### src/rtl/sm_fifo_pair_if.sv
// ---------------------------------------------------------------------------
// sm_fifo_pair_if
//   Bundles every data/handshake/status signal between one PIO state machine
//   FIFO pair and its two users: the CPU register block and the state machine.
//   Clock and reset are deliberately kept outside the bundle and travel as
//   plain ports on the FIFO module.
//
//   Signal summary (direction as seen by the FIFO, i.e. the slave modport):
//     join_tx, join_rx        in   storage join mode select
//     cpu_tx_we/cpu_tx_wdata  in   CPU push into TX
//     cpu_rx_re               in   CPU pop from RX
//     cpu_rx_rdata            out  RX head word (show-ahead)
//     sm_pull                 in   machine pop from TX
//     sm_tx_data              out  TX head word (show-ahead)
//     sm_push/sm_rx_data      in   machine push into RX
//     tx_empty/tx_full        out  TX status
//     rx_empty/rx_full        out  RX status
//     tx_level/rx_level       out  occupancy, $clog2(2*DEPTH)+1 bits
//     flags                   out  sticky {rxstall, txstall, rxunder, txover}
//     flag_clr                in   write-1-to-clear mask for flags
//
//   master: the side driving strobes (register block / machine / testbench)
//   slave : the FIFO pair itself
// ---------------------------------------------------------------------------
interface sm_fifo_pair_if #(
   parameter int DEPTH = 4,
   parameter int WIDTH = 32
);

   localparam int LW = $clog2(2 * DEPTH) + 1;

   logic             join_tx;
   logic             join_rx;
   logic             cpu_tx_we;
   logic [WIDTH-1:0] cpu_tx_wdata;
   logic             cpu_rx_re;
   logic [WIDTH-1:0] cpu_rx_rdata;
   logic             sm_pull;
   logic [WIDTH-1:0] sm_tx_data;
   logic             sm_push;
   logic [WIDTH-1:0] sm_rx_data;
   logic             tx_empty;
   logic             tx_full;
   logic             rx_empty;
   logic             rx_full;
   logic [LW-1:0]    tx_level;
   logic [LW-1:0]    rx_level;
   logic [3:0]       flags;
   logic [3:0]       flag_clr;

   // The user side drives strobes, data and configuration, and observes
   // the head words and status.
   modport master (
      output join_tx, join_rx,
      output cpu_tx_we, cpu_tx_wdata, cpu_rx_re,
      output sm_pull, sm_push, sm_rx_data,
      output flag_clr,
      input  cpu_rx_rdata, sm_tx_data,
      input  tx_empty, tx_full, rx_empty, rx_full,
      input  tx_level, rx_level, flags
   );

   // The FIFO pair consumes strobes and produces heads and status.
   modport slave (
      input  join_tx, join_rx,
      input  cpu_tx_we, cpu_tx_wdata, cpu_rx_re,
      input  sm_pull, sm_push, sm_rx_data,
      input  flag_clr,
      output cpu_rx_rdata, sm_tx_data,
      output tx_empty, tx_full, rx_empty, rx_full,
      output tx_level, rx_level, flags
   );

endinterface

### src/rtl/sm_fifo_pair.sv
// ---------------------------------------------------------------------------
// sm_fifo_pair
//   TX/RX FIFO pair for one PIO state machine.
//     TX: CPU pushes (cpu_tx_we), machine pops (sm_pull), head -> sm_tx_data.
//     RX: machine pushes (sm_push), CPU pops (cpu_rx_re), head -> cpu_rx_rdata.
//   Both directions share one 2*DEPTH x WIDTH storage array. Unjoined, TX owns
//   entries 0..DEPTH-1 and RX owns DEPTH..2*DEPTH-1. With join_tx (or join_rx)
//   the chosen direction owns all 2*DEPTH entries and the other is disabled;
//   with both joins set, both directions are disabled.
//
//   Ports:
//     clk    in  clock
//     reset  in  synchronous, active-high
//     bus    sm_fifo_pair_if.slave: strobes, data, status, levels, flags
//
//   Parameters:
//     DEPTH  entries per direction when unjoined (power of 2, >= 2)
//     WIDTH  data word width
// ---------------------------------------------------------------------------
module sm_fifo_pair #(
   parameter int DEPTH = 4,
   parameter int WIDTH = 32
) (
   input logic           clk,
   input logic           reset,
   sm_fifo_pair_if.slave bus
);

   localparam int AW = $clog2(2 * DEPTH);
   localparam int LW = AW + 1;

   localparam logic [LW-1:0] CAP_HALF  = LW'(DEPTH);
   localparam logic [LW-1:0] CAP_WHOLE = LW'(2 * DEPTH);
   localparam logic [LW-1:0] CAP_NONE  = '0;
   localparam logic [AW-1:0] RX_BASE   = AW'(DEPTH);

   // Storage shared by both directions; never reset.
   logic [WIDTH-1:0] mem_q [2*DEPTH];

   logic [AW-1:0] txWrPtr_q, txWrPtr_d;
   logic [AW-1:0] txRdPtr_q, txRdPtr_d;
   logic [AW-1:0] rxWrPtr_q, rxWrPtr_d;
   logic [AW-1:0] rxRdPtr_q, rxRdPtr_d;
   logic [LW-1:0] txLevel_q, txLevel_d;
   logic [LW-1:0] rxLevel_q, rxLevel_d;
   logic [3:0]    flags_q,   flags_d;
   logic [1:0]    joinPrev_q;

   logic [LW-1:0] txCap;
   logic [LW-1:0] rxCap;
   logic [AW-1:0] rxBase;
   logic [AW-1:0] rxWrAddr;
   logic [AW-1:0] rxRdAddr;
   logic          joinChanged;
   logic          txEmpty, txFull, rxEmpty, rxFull;
   logic          txPush, txPop, rxPush, rxPop;
   logic [3:0]    flagSet;

   // Advance a pointer within a ring of 'cap' entries. Wrapping at cap-1
   // rather than at the natural power-of-two boundary keeps the ring gap-free
   // whichever capacity the current join mode gives.
   function automatic logic [AW-1:0] nextPtr(input logic [AW-1:0] ptr,
                                             input logic [LW-1:0] cap);
      logic [AW-1:0] res;
      if ({1'b0, ptr} == (cap - LW'(1))) begin
         res = '0;
      end else begin
         res = ptr + AW'(1);
      end
      return res;
   endfunction

   // Capacity and RX placement for the current join mode. A joined direction
   // takes the whole array; the other gets zero capacity and is disabled.
   // Both joins together leave nothing enabled.
   always_comb begin
      txCap  = CAP_HALF;
      rxCap  = CAP_HALF;
      rxBase = RX_BASE;
      if (bus.join_tx || bus.join_rx) begin
         txCap = CAP_NONE;
         rxCap = CAP_NONE;
         if (bus.join_tx && !bus.join_rx) begin
            txCap = CAP_WHOLE;
         end
         if (bus.join_rx && !bus.join_tx) begin
            rxCap  = CAP_WHOLE;
            rxBase = '0;
         end
      end
   end

   // Status derived from the registered levels. A zero-capacity direction
   // reads as both empty and full so every strobe to it is rejected. The
   // '>=' on full also covers the single flush cycle after a mode change,
   // where an old level may exceed the new capacity.
   always_comb begin
      txEmpty = (txCap == CAP_NONE) || (txLevel_q == '0);
      txFull  = (txCap == CAP_NONE) || (txLevel_q >= txCap);
      rxEmpty = (rxCap == CAP_NONE) || (rxLevel_q == '0);
      rxFull  = (rxCap == CAP_NONE) || (rxLevel_q >= rxCap);
   end

   // Accept/reject decisions. Status is sampled at the start of the cycle,
   // so a push into a full FIFO loses to a simultaneous pop and a pop from an
   // empty FIFO loses to a simultaneous push, without any extra arbitration.
   // Every rejected strobe raises its sticky error flag.
   always_comb begin
      txPush  = bus.cpu_tx_we & ~txFull;
      txPop   = bus.sm_pull   & ~txEmpty;
      rxPush  = bus.sm_push   & ~rxFull;
      rxPop   = bus.cpu_rx_re & ~rxEmpty;
      flagSet = {bus.sm_push   & ~rxPush,
                 bus.sm_pull   & ~txPop,
                 bus.cpu_rx_re & ~rxPop,
                 bus.cpu_tx_we & ~txPush};
   end

   // A join-mode change is detected against last cycle's registered mode.
   // The flush it triggers discards both FIFOs because their storage layout
   // is no longer valid under the new mode.
   always_comb begin
      joinChanged = ({bus.join_tx, bus.join_rx} != joinPrev_q);
   end

   // Next-state for pointers, levels and flags. A new flag set wins over a
   // coincident clear so no error event can be lost.
   always_comb begin
      txWrPtr_d = txWrPtr_q;
      txRdPtr_d = txRdPtr_q;
      rxWrPtr_d = rxWrPtr_q;
      rxRdPtr_d = rxRdPtr_q;
      txLevel_d = txLevel_q;
      rxLevel_d = rxLevel_q;
      flags_d   = (flags_q & ~bus.flag_clr) | flagSet;

      if (txPush) begin
         txWrPtr_d = nextPtr(txWrPtr_q, txCap);
      end
      if (txPop) begin
         txRdPtr_d = nextPtr(txRdPtr_q, txCap);
      end
      if (rxPush) begin
         rxWrPtr_d = nextPtr(rxWrPtr_q, rxCap);
      end
      if (rxPop) begin
         rxRdPtr_d = nextPtr(rxRdPtr_q, rxCap);
      end

      case ({txPush, txPop})
         2'b10:   txLevel_d = txLevel_q + LW'(1);
         2'b01:   txLevel_d = txLevel_q - LW'(1);
         default: txLevel_d = txLevel_q;
      endcase
      case ({rxPush, rxPop})
         2'b10:   rxLevel_d = rxLevel_q + LW'(1);
         2'b01:   rxLevel_d = rxLevel_q - LW'(1);
         default: rxLevel_d = rxLevel_q;
      endcase

      if (joinChanged) begin
         txWrPtr_d = '0;
         txRdPtr_d = '0;
         rxWrPtr_d = '0;
         rxRdPtr_d = '0;
         txLevel_d = '0;
         rxLevel_d = '0;
      end
   end

   // State registers. The join-mode history is loaded from the live inputs
   // during reset so that leaving reset never looks like a mode change.
   always_ff @(posedge clk) begin
      if (reset) begin
         txWrPtr_q  <= '0;
         txRdPtr_q  <= '0;
         rxWrPtr_q  <= '0;
         rxRdPtr_q  <= '0;
         txLevel_q  <= '0;
         rxLevel_q  <= '0;
         flags_q    <= '0;
         joinPrev_q <= {bus.join_tx, bus.join_rx};
      end else begin
         txWrPtr_q  <= txWrPtr_d;
         txRdPtr_q  <= txRdPtr_d;
         rxWrPtr_q  <= rxWrPtr_d;
         rxRdPtr_q  <= rxRdPtr_d;
         txLevel_q  <= txLevel_d;
         rxLevel_q  <= rxLevel_d;
         flags_q    <= flags_d;
         joinPrev_q <= {bus.join_tx, bus.join_rx};
      end
   end

   // RX addresses are offset into the upper half unless RX owns the whole
   // array. TX always starts at entry 0, so its pointers are its addresses.
   always_comb begin
      rxWrAddr = rxBase + rxWrPtr_q;
      rxRdAddr = rxBase + rxRdPtr_q;
   end

   // Storage writes. In unjoined mode TX and RX live in disjoint halves, and
   // in joined mode only one direction can push, so the two writes never hit
   // the same entry. Writes are suppressed in reset so strobes there are inert.
   always_ff @(posedge clk) begin
      if (!reset) begin
         if (txPush) begin
            mem_q[txWrPtr_q] <= bus.cpu_tx_wdata;
         end
         if (rxPush) begin
            mem_q[rxWrAddr] <= bus.sm_rx_data;
         end
      end
   end

   // Show-ahead heads and status outputs. A disabled direction reports a
   // level of zero regardless of any stale internal count.
   always_comb begin
      bus.sm_tx_data   = mem_q[txRdPtr_q];
      bus.cpu_rx_rdata = mem_q[rxRdAddr];
      bus.tx_empty     = txEmpty;
      bus.tx_full      = txFull;
      bus.rx_empty     = rxEmpty;
      bus.rx_full      = rxFull;
      bus.tx_level     = (txCap == CAP_NONE) ? '0 : txLevel_q;
      bus.rx_level     = (rxCap == CAP_NONE) ? '0 : rxLevel_q;
      bus.flags        = flags_q;
   end

endmodule
### src/flat_wrapper.sv
// flat-port wrapper written by rule: the top's interface ports become plain ports
module sm_fifo_pair_flat 
#(
   parameter int DEPTH = 4,
   parameter int WIDTH = 32
)
  (clk, reset, bus_join_tx, bus_join_rx, bus_cpu_tx_we, bus_cpu_tx_wdata, bus_cpu_rx_re, bus_sm_pull, bus_sm_push, bus_sm_rx_data, bus_flag_clr, bus_cpu_rx_rdata, bus_sm_tx_data, bus_tx_empty, bus_tx_full, bus_rx_empty, bus_rx_full, bus_tx_level, bus_rx_level, bus_flags);
  sm_fifo_pair_if #(.DEPTH(DEPTH), .WIDTH(WIDTH)) bus_i ();
  input logic clk;
  input logic reset;
  input wire logic [$bits(bus_i.join_tx)-1:0] bus_join_tx;
  input wire logic [$bits(bus_i.join_rx)-1:0] bus_join_rx;
  input wire logic [$bits(bus_i.cpu_tx_we)-1:0] bus_cpu_tx_we;
  input wire logic [$bits(bus_i.cpu_tx_wdata)-1:0] bus_cpu_tx_wdata;
  input wire logic [$bits(bus_i.cpu_rx_re)-1:0] bus_cpu_rx_re;
  input wire logic [$bits(bus_i.sm_pull)-1:0] bus_sm_pull;
  input wire logic [$bits(bus_i.sm_push)-1:0] bus_sm_push;
  input wire logic [$bits(bus_i.sm_rx_data)-1:0] bus_sm_rx_data;
  input wire logic [$bits(bus_i.flag_clr)-1:0] bus_flag_clr;
  output wire logic [$bits(bus_i.cpu_rx_rdata)-1:0] bus_cpu_rx_rdata;
  output wire logic [$bits(bus_i.sm_tx_data)-1:0] bus_sm_tx_data;
  output wire logic [$bits(bus_i.tx_empty)-1:0] bus_tx_empty;
  output wire logic [$bits(bus_i.tx_full)-1:0] bus_tx_full;
  output wire logic [$bits(bus_i.rx_empty)-1:0] bus_rx_empty;
  output wire logic [$bits(bus_i.rx_full)-1:0] bus_rx_full;
  output wire logic [$bits(bus_i.tx_level)-1:0] bus_tx_level;
  output wire logic [$bits(bus_i.rx_level)-1:0] bus_rx_level;
  output wire logic [$bits(bus_i.flags)-1:0] bus_flags;
  assign bus_i.join_tx = bus_join_tx;
  assign bus_i.join_rx = bus_join_rx;
  assign bus_i.cpu_tx_we = bus_cpu_tx_we;
  assign bus_i.cpu_tx_wdata = bus_cpu_tx_wdata;
  assign bus_i.cpu_rx_re = bus_cpu_rx_re;
  assign bus_i.sm_pull = bus_sm_pull;
  assign bus_i.sm_push = bus_sm_push;
  assign bus_i.sm_rx_data = bus_sm_rx_data;
  assign bus_i.flag_clr = bus_flag_clr;
  assign bus_cpu_rx_rdata = bus_i.cpu_rx_rdata;
  assign bus_sm_tx_data = bus_i.sm_tx_data;
  assign bus_tx_empty = bus_i.tx_empty;
  assign bus_tx_full = bus_i.tx_full;
  assign bus_rx_empty = bus_i.rx_empty;
  assign bus_rx_full = bus_i.rx_full;
  assign bus_tx_level = bus_i.tx_level;
  assign bus_rx_level = bus_i.rx_level;
  assign bus_flags = bus_i.flags;
  sm_fifo_pair #(.DEPTH(DEPTH), .WIDTH(WIDTH)) u_core (.clk(clk), .reset(reset), .bus(bus_i));
endmodule
### config.mk
export PLATFORM = sky130hd
export DESIGN_NAME = sm_fifo_pair_flat
export DESIGN_NICKNAME = d
export VERILOG_FILES = /design/src/rtl/sm_fifo_pair_if.sv /design/src/rtl/sm_fifo_pair.sv /design/src/flat_wrapper.sv
export SDC_FILE = /design/constraint.sdc
export NUM_CORES = 1
export LEC_CHECK = 0
export BUFFER_PORTS_ARGS = -buffer_cell sky130_fd_sc_hd__buf_2
export CAP_MARGIN = 0
export CORE_AREA = 2 2 193 195
export DETAILED_ROUTE_END_ITERATION = 8
export DIE_AREA = 0 0 195 197
export GPL_TIMING_DRIVEN = 0
export SKIP_CTS_REPAIR_TIMING = 1
export SYNTH_ARGS = -nofsm -noshare
export SYNTH_HDL_FRONTEND = slang
export SYNTH_SLANG_ARGS = --single-unit
### constraint.sdc
create_clock -name clk -period 8.25 [get_ports clk]
set_input_delay 1.65 -clock clk [delete_from_list [all_inputs] [get_ports clk]]
set_output_delay 1.65 -clock clk [all_outputs]
set_load 0.01 [all_outputs]
Word-level counts from Yosys, hierarchy flattened
Memories as Yosys holds them, arrays and structs flattened. A register that Yosys moved wholly into a read port is not among the register bits. Index checks and enable logic that the tools add are counted.

Memory bits (writable): 256. Input port bits: 76. Register bits: 26. Memories kept: 1.

Order comparisons: 2. Bitwise operators: 19. Muxes and demuxes: 22. Reductions and logical operators: 16. Equal/unequal tests: 9. Add/subtract/negate cells: 12.

Memories: u_core.mem_q (words 8, bits a word 32, read ports 2, clocked after memory_dff 1, wr ports 2, line sm_fifo_pair.sv:38) `logic [WIDTH-1:0] mem_q [2*DEPTH];`.

Operator list (count): 2-to-1 mux 3 bit (8); 2-to-1 mux 4 bit (6); equality test 3 x 4 -> 1 bit (4); logical NOT 4 bit (4); case mux 4 bit (2 select lines) (2); subtractor 4 x 1 -> 4 bit (second input constant) (4); adder 3 x 1 -> 3 bit (second input constant) (4); adder 4 x 1 -> 4 bit (second input constant) (2); bitwise AND 1 bit (8); >= comparator 4 bit (2); inverter 1 bit (8); adder 3 bit (2); 2-to-1 mux 1 bit (6); logical OR 1 bit (5); bitwise AND 4 bit (1); equality test 2 x 1 -> 1 bit (second input constant) (2); equality test 2 bit (second input constant) (2); inverter 4 bit (1); bitwise OR 4 bit (1); nonzero test 2 bit (2); logical AND 1 bit (2); logical NOT 1 bit (2); != test 2 bit (1); OR reduction 2 bit (1).

Logic depth before layout (Yosys ltp)
Gate-level depths: netlist (run 1).

Word-level depth: 11. Depth in mapped cells: 13. Depth with buffers taken out: 12.

Worst setup path before layout (run 1)
OpenSTA, ideal clock, no wires.

Path type: input to register. Start: input bus_join_tx. End: memory u_core.mem_q[0][0] (enable). Buffers on the path: 2. Slack: 1.780 ns. Arrival time: 6.001 ns. Setup time: 0.470 ns. Data required time: 7.780 ns. Stages on the path: 8. Cell sequence: buf_4 -> nor2_1 -> inv_1 -> ha_1 -> or4b_1 -> buf_2 -> or2_1 -> o31ai_1.

RTL lines: start, declared (line flat_wrapper.sv:11) `input wire logic [$bits(bus_i.join_tx)-1:0] bus_join_tx;`; end, declared (line sm_fifo_pair.sv:38).

Worst setup path after layout (run 1)
Start: input bus_join_rx. End: output bus_cpu_rx_rdata[15].

Longest elaborated chain between the ends: 5.

RTL lines: start, declared (line flat_wrapper.sv:12) `input wire logic [$bits(bus_i.join_rx)-1:0] bus_join_rx;`; logical AND 1 bit (line sm_fifo_pair.sv:86) `if (bus.join_rx && !bus.join_tx) begin`; 2-to-1 mux 3 bit (line sm_fifo_pair.sv:86); 2-to-1 mux 3 bit (*) (line sm_fifo_pair.sv:80) `if (bus.join_tx || bus.join_rx) begin`; adder 3 bit (*) (line sm_fifo_pair.sv:199) `rxRdAddr = rxBase + rxRdPtr_q;`; memory (8 x 32 bit) (*); end, declared (line flat_wrapper.sv:20) `output wire logic [$bits(bus_i.cpu_rx_rdata)-1:0] bus_cpu_rx_rdata;`.

Every way passes the cells marked *; elsewhere a longest branch is shown, timed or not.

==> run metrics, run 1 <==
post-DR wirelength/cell between 20 and 30 um; combinational power share 6.5%; power per cell area 168 nW/um^2; slew of the pin with the lowest slew margin ~1.2 ns; Setup Skew around 0.015 ns; Clock Latency Late Sink between 0.5 and 0.6 ns; first-pass GRT wire length 68.6 mm; Worst Setup Path Type in -> out; status finished, final reports clean; fraction of registers with async set/reset 0%; GPL Wtd Cong 0.770; Placed Cells roughly 1.6k; Crit path max-delay family buffers and inverters; CTS max path bufs 3; Die ar. ~38,000 um^2; min Tclk post-route 6.01 ns; Clock Root Buffer clkbuf_16; FMAX ~170 MHz; Max Transition Viols Final 0; # rows 70; max incr delay on CP approximately 0.84 ns; Flop pwr share 49.7%; CP Data Arrival Time approximately 4.4 ns; Final setup viols 0; Yosys reg bits 285; Clock power frac between 40 and 50%; worst hold path type reg -> reg; CTS tree done; top-count cell post-synth mux2_2; clock slew at reported path FFs ~0.06 ns; RSZ-0062 raised after global routing no; Final #Nets approximately 1.3k; Cell Chain, Critical Path buf_2 -> buf_6 -> and2b_1 -> xnor2_1 -> clkbuf_1 -> mux2_2 -> buf_2; Final Hold Viols 0; vias in the first global route approximately 10k; DRC violation count after routing 0; H-tree level count 2; P_sw around 0.69 mW; drt first-iter violations around 860; synth top area cells edfxtp_1, mux2_2, mux4_2; cell taking the most area after synthesis edfxtp_1; Post-synth top cells mux2_2, edfxtp_1, mux4_2; Post-synth EDFFs around 260; Initial DRT Pass Iterations 5; Seq/Total Area, Yosys between 50% and 60%; largest net degree at the start of global routing 21; Buf/Inv on CP 4; Max Cap Viol 0; gr usage total 24.6%; initial core utilization about 45%; CTS Buf Count 34; endpoint class of the critical path primary output; post-route ant nets 0; initial antenna violation count 8; cell-internal power between 2 and 3 mW; Slew headroom 19.2%; die height 197 um; Routed Wire Length 46.1 mm; Syn Std Cell Area about 16,000 um^2; crit path launch type input pin; hpwl dp about 30 mm; Netlist cell types between 40 and 50; share of the synthesized area in the top cell type 47.4%; crit path max fanout 10; most frequent CP cell buf_2; Final Core Density between 50 and 60%; Static Leak around 6.3 nW; Main synth FF type edfxtp_1; Mapped Nets 1,064; layout cells sized above 1 roughly three fifths; Die X approximately 200 um; core area between 30,000 and 40,000 um^2; CTS Sinks approximately 290; vias roughly 10k; IO buf count roughly 150; Switching Fraction approximately 22%; worst vdd ir between 0.0001 and 0.00015 V; Yosys Warn Count 0; Mapped Cells between 900 and 1k; Tcrit/Tclk final 72.8%; Layout Area Growth over Synthesis 17.2%; Req. time, crit path about 6.6 ns; total grt overflow 0; final non-filler cell total roughly 1.7k; mean post-synth cell area roughly 17 um^2; Crit-path slowest cell clkbuf_1; IO Count around 160; Via-to-Cell Ratio between 5 and 6
## flip-flops by register name, indices dropped and copies added, names as in the netlist, named ones only
| register | flops |
|---|---|
| u_core.rxWrPtr_q | 3 |
| u_core.rxRdPtr_q | 3 |
| u_core.bus.flags | 4 |
| u_core.mem_q | 256 |
| u_core.txLevel_q | 4 |
| u_core.joinPrev_q | 2 |
| u_core.txRdPtr_q | 3 |
| u_core.txWrPtr_q | 3 |
| u_core.rxLevel_q | 4 |
## tightest hold or removal path, delay by kind of cell, from the launching register on
kind | cells | cell delay (ns)
AND/OR/NAND/NOR | 1 | 0.06
AO/OA/AOI/OAI | 1 | 0.05
flip-flops | 1 | 0.31
## metal layers
metal	vias to the layer above	share of wire, %	track usage, %
met5	-	0.076	0
met4	8	2.4	7.29
met3	77	4.5	4.26
met2	256	50	42.2
met1	5178	43	32.1
li1	4411	-	-
## stage by stage
step	worst slack [ns]	hold WS [ns]	power [mW]	cell area, um^2	setup TNS, ns
after floorplan	1.78	0.461	1.73	16200	0
after global placement	-1.91	0.450	1.82	17600	-224.26
after detailed placement	2.26	0.465	1.82	18000	0
after CTS	2.25	0.474	3.22	19000	0
after global routing	2.13	0.487	3.29	19000	0
final	2.24	0.475	3.19	19000	0
## final cells by class
type,instances,area [um^2]
buffer,70,322
antenna,4,10.0
multi-input combinational,607,7700
timing repair buffer,169,1090
sequential,285,8270
fill,3064,17200
tap,468,586
clock buffer,44,930
inverter,10,37.5
clock inverter,10,72.6
## cell families after synthesis
group,after synthesis,share of synthesized area [%]
mux,452,40.2
flops,285,50.9
buf+inv,80,2.21
simple gates,80,2.78
compound gates,46,1.81
fa+ha+maj,16,1.33
xor+xnor,13,0.702
## worst paths after layout
| kind | from | endpoint | slack [ns] | depth (start not counted) |
|---|---|---|---|---|
| worst min-delay path | u_core.bus.flags[2]$_SDFF_PP0_ | u_core.bus.flags[2]$_SDFF_PP0_ | 0.48 | 2 |
| worst max-delay path | bus_join_rx | bus_cpu_rx_rdata[15] | 2.24 | 7 |
| worst min register to register | u_core.bus.flags[2]$_SDFF_PP0_ | u_core.bus.flags[2]$_SDFF_PP0_ | 0.48 | 2 |
| worst max register to register | u_core.txLevel_q[3]$_SDFFE_PP0P_ | u_core.mem_q[5][7]$_DFFE_PP_ | 4.98 | 7 |
## placed cells by master (no fill, tap or decap), types with 14 or more instances in the layout
| master | instances |
|---|---|
| nor2_1 | 21 |
| ha_1 | 14 |
| clkbuf_16 | 35 |
| mux4_2 | 128 |
| a21oi_1 | 23 |
| buf_2 | 192 |
| clkbuf_1 | 33 |
| dfxtp_1 | 29 |
| edfxtp_1 | 256 |
| mux2_2 | 320 |
## power groups by stage
stage	clock, mW	combinational, mW	sequential (mW)
after CTS	1.43	0.208	1.59
after floorplan	0	0.118	1.62
after detailed placement	0	0.206	1.62
final	1.40	0.208	1.59
after global placement	0	0.198	1.62
after global routing	1.48	0.227	1.59
Note: power is estimated with default switching activity, not from simulation.
==> inputs of run 2 (changes only) <==
- ABC_AREA: not set -> 1
- CORE_AREA: 2 2 193 195 -> 2 2 203 205
- DIE_AREA: 0 0 195 197 -> 0 0 205 207
- PLACE_DENSITY: not set -> 0.65
- clock period: 8.25 -> 5.34 ns (I/O delays scaled with it)
==> run metrics, run 2 <==
status finished, final reports clean; vias in the first global route about 17k; Crit path max-delay family buffers and inverters; Crit-path slowest cell clkbuf_1; CTS Sinks roughly 290; layout cells sized above 1 13.0%; Main synth FF type edfxtp_1; Clock Root Buffer clkbuf_16; Tcrit/Tclk final 82.4%; Mapped Cells between 2k and 2.5k; crit path max fanout 10; IO buf count 90; placed instance area between 15,000 and 20,000 um^2; CTS Buf Count 34; drt first-iter violations 2,074; RSZ-0062 raised after global routing no; clock slew at reported path FFs ~0.060 ns; Cell Chain, Critical Path buf_2 -> buf_6 -> inv_2 -> nand2_2 -> xor2_2 -> clkbuf_1 -> nand2_1 -> o21ai_1 -> buf_2; Finished Cell Area 20,500 um^2; Final #Nets roughly 2.6k; post-route ant nets 0; top-count cell post-synth nand2_1; Buf/Inv on CP 5; DRC violation count after routing 0; Initial DRT Pass Iterations 6; Most flops, register u_core.mem_q; synth top area cells edfxtp_1, nand2_1, o21ai_0; hpwl dp about 46 mm; commonest cells after routing, fill and taps aside nand2_1, o21ai_0, edfxtp_1, buf_2, nor2_1; mean post-synth cell area about 7.4 um^2; most common cell after layout, fill and taps aside nand2_1; fraction of registers with async set/reset 0%; slew of the pin with the lowest slew margin 0.990 ns; vias 17.6k; Yosys Warn Count 0; Final Hold Viols 0; # rows 74; worst hold path type reg -> reg; Routed Wire Length 65.7 mm; GPL Wtd Cong around 0.9; Reg2Reg Depth 8; Via-to-Cell Ratio ~5.6; Die X 205 um; Final setup viols 0; Max Transition Viols Final 0; Clock Latency Late Sink between 0.5 and 0.6 ns; most frequent CP cell buf_2; CTS tree done; IO Count 156; endpoint class of the critical path primary output; power per cell area around 250 nW/um^2; Netlist cell types 29; Req. time, crit path roughly 4.3 ns; Hold Path Stages 2; max reg flops between 200 and 300; die height 207 um; initial antenna violation count 2; share of the synthesized area in the top cell type ~43%; CP Depth 9; Yosys reg bits roughly 290; Worst Setup Path Type in -> out; Power Total just over 5 mW; Seq/Total Area, Yosys 46.0%; Layout Area Growth over Synthesis 13.9%; max incr delay on CP 0.71 ns; Mapped Nets about 2.5k; crit path launch type input pin; largest net degree at the start of global routing 23; min Tclk post-route about 4.4 ns; post-DR wirelength/cell ~21 um; initial core utilization around 45%; gr usage total about 30%; Min Hold Slack 0.461 ns; cell taking the most area after synthesis edfxtp_1; total grt overflow 0; FILL cells ~3.9k; CTS max path bufs 3; Die ar. 42,400 um^2; Setup Skew 0.0124 ns; Syn Std Cell Area 18,000 um^2; Post-synth top cells nand2_1, o21ai_0, edfxtp_1; core area 40,400 um^2; Static Leak about 8.9 nW; worst vdd ir ~0.00017 V; H-tree level count 2; CP Data Arrival Time about 3.3 ns; Post-synth EDFFs approximately 260; Max Cap Viol 0; first-pass GRT wire length roughly 98 mm; Slew headroom between 30% and 40%; FMAX roughly 230 MHz
-- run 2: report_power, final --
part | switching, mW | internal, mW | total [mW]
sequential | 0.00623 | 2.45 | 2.45
clock | 0.957 | 1.33 | 2.29
combinational | 0.244 | 0.114 | 0.358
-- run 2: path summary, 6_finish.rpt --
| check | from | to | slack [ns] |
|---|---|---|---|
| hold reg to reg | u_core.bus.flags[2]$_SDFF_PP0_ | u_core.bus.flags[2]$_SDFF_PP0_ | 0.46 |
| setup / recovery | bus_join_tx | bus_cpu_rx_rdata[31] | 0.94 |
| setup reg to reg | u_core.rxLevel_q[3]$_SDFFE_PP0P_ | u_core.mem_q[6][16]$_DFFE_PP_ | 2.58 |
| hold / removal | u_core.bus.flags[2]$_SDFF_PP0_ | u_core.bus.flags[2]$_SDFF_PP0_ | 0.46 |
-- run 2: cells by family after synthesis --
logic type,synth area share (%)
flops,46.0
fa+ha+maj,1.20
buf+inv,10.2
compound gates,16.3
simple gates,26.0
xor+xnor,0.237
-- run 2: stage by stage --
stage	worst slack, ns	TNS, ns	std cells	util, %
2_1_floorplan	0.357	0	2417	-
3_3_place_gp	-2.51	-349.63	3039	47.3
4_1_cts	1.09	0	3110	50.7
3_5_place_dp	1.16	0	3049	48.0
6_report	0.942	0	3112	50.7
5_1_grt	0.964	0	3111	50.7
-- run 2: area by class of cell --
| class | count | area [um^2] | share of cell area, % |
|---|---|---|---|
| Antenna cell | 2 | 5.00 | 0.0244 |
| Buffer | 211 | 1290 | 6.29 |
| Clock buffer | 46 | 980 | 4.79 |
| Clock inverter | 15 | 91.3 | 0.446 |
| Inverter | 144 | 551 | 2.69 |
| Multi-Input combinational cell | 1777 | 7940 | 38.8 |
| Sequential cell | 285 | 8270 | 40.4 |
| Tap cell | 532 | 666 | 3.25 |
| Timing Repair Buffer | 100 | 686 | 3.35 |
-- run 2: metal layers --
metal	up-vias	share of wire (%)	GRT usage, %
met4	0	4.5	14.6
met1	8070	39	39.9
met5	-	0	0
li1	8129	-	-
met3	228	12	6.99
met2	1135	45	48.0
-- run 2: worst register-to-register path, delay by kind of cell, from the launching register on --
| family | cells | cell delay (ns) |
|---|---|---|
| simple gates | 4 | 1.28 |
| fa+ha+maj | 1 | 0.20 |
| flops | 1 | 0.35 |
| buf+inv | 3 | 0.60 |
==> inputs of run 3 (changes only) <==
- ABC_AREA: 1 -> 0
- CORE_AREA: 2 2 203 205 -> 2 2 193 195
- DIE_AREA: 0 0 205 207 -> 0 0 195 197
- PLACE_DENSITY: 0.65 -> not set
- clock period: 5.34 -> 4.1 ns (I/O delays scaled with it)
==> run metrics, run 3 (synthesis gave the netlist of run 1 again) <==
RSZ-0062 raised after global routing no; IO Count ~160; vias around 10k; Clock Root Buffer clkbuf_16; # rows 70; most common cell after layout, fill and taps aside mux2_2; multi-input logic area a little under 8000 um^2; P_sw roughly 1.4 mW; FMAX ~250 MHz; Tcrit/Tclk final between 90% and 100%; commonest cells after routing, fill and taps aside mux2_2, edfxtp_1, buf_2, mux4_2, clkbuf_1; Most flops, register u_core.mem_q; initial core utilization about 45%; Max Cap Viol 0; FILL cells between 3k and 4k; final non-filler cell total between 1.5k and 2k; total grt overflow 0; gr usage total ~24%; Max Transition Viols Final 0; largest net degree at the start of global routing 20; slew of the pin with the lowest slew margin roughly 1.1 ns; drt first-iter violations 679; Layout Area Growth over Synthesis 18.6%; Routed Wire Length around 46 mm; GPL Wtd Cong about 0.75; CP Data Arrival Time 3.17 ns; Via-to-Cell Ratio 5.93; CTS Sinks around 290; Final setup viols 0; IO buf count approximately 150; CTS Buf Count 35; Clock Latency Late Sink between 0.5 and 0.6 ns; first-pass GRT wire length slightly below 70 mm; Buf/Inv on CP 3; Final Hold Viols 0; max incr delay on CP around 0.82 ns; CTS max path bufs 3; Power Total 6.59 mW; cell-internal power between 5 and 6 mW; crit path max fanout 10; Cell Chain, Critical Path clkbuf_1 -> clkbuf_1 -> mux4_2 -> mux2_2 -> buf_2; Static Leak about 6.4 nW; DRC violation count after routing 0; Die ar. around 38,000 um^2; Crit-path slowest cell clkbuf_1; Initial DRT Pass Iterations 5; Final #Nets about 1.3k; CTS tree done; combinational power share ~6.3%; total area of sequential cells 8270 um^2; post-route ant nets 0; status finished, final reports clean; hpwl dp 29.9 mm; H-tree level count 2; Setup Skew between 0.009 and 0.01 ns; Clock power frac ~45%; Req. time, crit path roughly 3.3 ns; die height around 200 um; min Tclk post-route approximately 4.0 ns; Switching Fraction between 20% and 30%; Worst Setup Path Type reg -> out; vias in the first global route about 11k; Crit path max-delay family buffers and inverters; power per cell area 342 nW/um^2; endpoint class of the critical path primary output; crit path launch type register; core area 36,300 um^2; max reg flops ~260; worst vdd ir 0.000215 V; layout cells sized above 1 between 50% and 60%; Placed Cells ~1.6k; initial antenna violation count 6; Die X slightly below 200 um; clock slew at reported path FFs roughly 0.050 ns; most frequent CP cell clkbuf_1; Fin Setup TNS 0 ns; post-DR wirelength/cell around 27 um; worst hold path type in -> reg; Slew headroom around a quarter; Flop pwr share between 40% and 50%
[run 3: cell count changes in the layout (fill, tap and decap cells not counted), moves of 24 or more]
cell      previous run  this run
o21ai_0            376         3
nor2_1             160        20
a21oi_1            154        23
buf_2              162       192
inv_1              137        10
o21ai_1             47         0
mux2_2               0       320
nand2_2             24         0
clkbuf_1            78        38
nand2_1            943         9
buf_6               49         1
mux4_2               0       128
[run 3: power by group through the flow]
stage / clock (mW) / combinational (mW) / sequential, mW
3_5_place_dp: 0 / 0.411 / 3.25
6_report: 2.98 / 0.418 / 3.19
3_3_place_gp: 0 / 0.399 / 3.25
2_1_floorplan: 0 / 0.238 / 3.25
4_1_cts: 3.02 / 0.415 / 3.19
5_1_grt: 3.12 / 0.456 / 3.19
[run 3: per-stage QoR]
| stage | utilization (%) | worst slack (ns) | cell area [um^2] | hold WS [ns] |
|---|---|---|---|---|
| finish | 53.1 | 0.107 | 19200 | 0.428 |
| global route | 53.1 | 0.0437 | 19200 | 0.414 |
| CTS | 52.6 | -0.156 | 19100 | 0.408 |
| detailed placement | 49.6 | -0.659 | 18000 | 0.469 |
| global placement | 48.6 | -2.95 | 17600 | 0.454 |
| floorplan | - | -0.578 | 16300 | 0.461 |
[run 3: worst register-to-register path, delay by kind of cell, from the launching register on]
kind / cells / cell delay [ns]
compound gates: 2 / 0.71
fa+ha+maj: 1 / 0.25
buf+inv: 3 / 0.64
flops: 1 / 0.39
simple gates: 2 / 0.81
[run 3: layer usage]
layer	wire length, um	part of all wire [%]	vias up	GRT usage [%]
met3	2730	5.9	87	4.69
met1	19900	43	5142	32.8
met5	27	0.058	-	0
met2	22400	48	335	39.7
li1	-	-	4446	-
met4	1330	2.9	4	9.30
[run 3: final timing paths]
path / start / to / slack, ns / depth (start not counted)
max: u_core.rxRdPtr_q[1]$_SDFFE_PP0N_ / bus_cpu_rx_rdata[21] / 0.11 / 5
min: bus_join_rx / u_core.joinPrev_q[0]$_DFF_P_ / 0.43 / 1
max reg2reg: u_core.txLevel_q[3]$_SDFFE_PP0P_ / u_core.mem_q[1][7]$_DFFE_PP_ / 0.99 / 8
min reg2reg: u_core.bus.flags[2]$_SDFF_PP0_ / u_core.bus.flags[2]$_SDFF_PP0_ / 0.47 / 2
[run 3: final cells by class]
type / instances / share of cell area (%)
buffer: 70 / 1.71
inverter: 10 / 0.195
clock inverter: 12 / 0.533
multi-input combinational: 607 / 40.1
sequential: 285 / 43.0
timing repair buffer: 180 / 6.33
tap: 468 / 3.04
antenna: 5 / 0.0650
clock buffer: 51 / 5.08
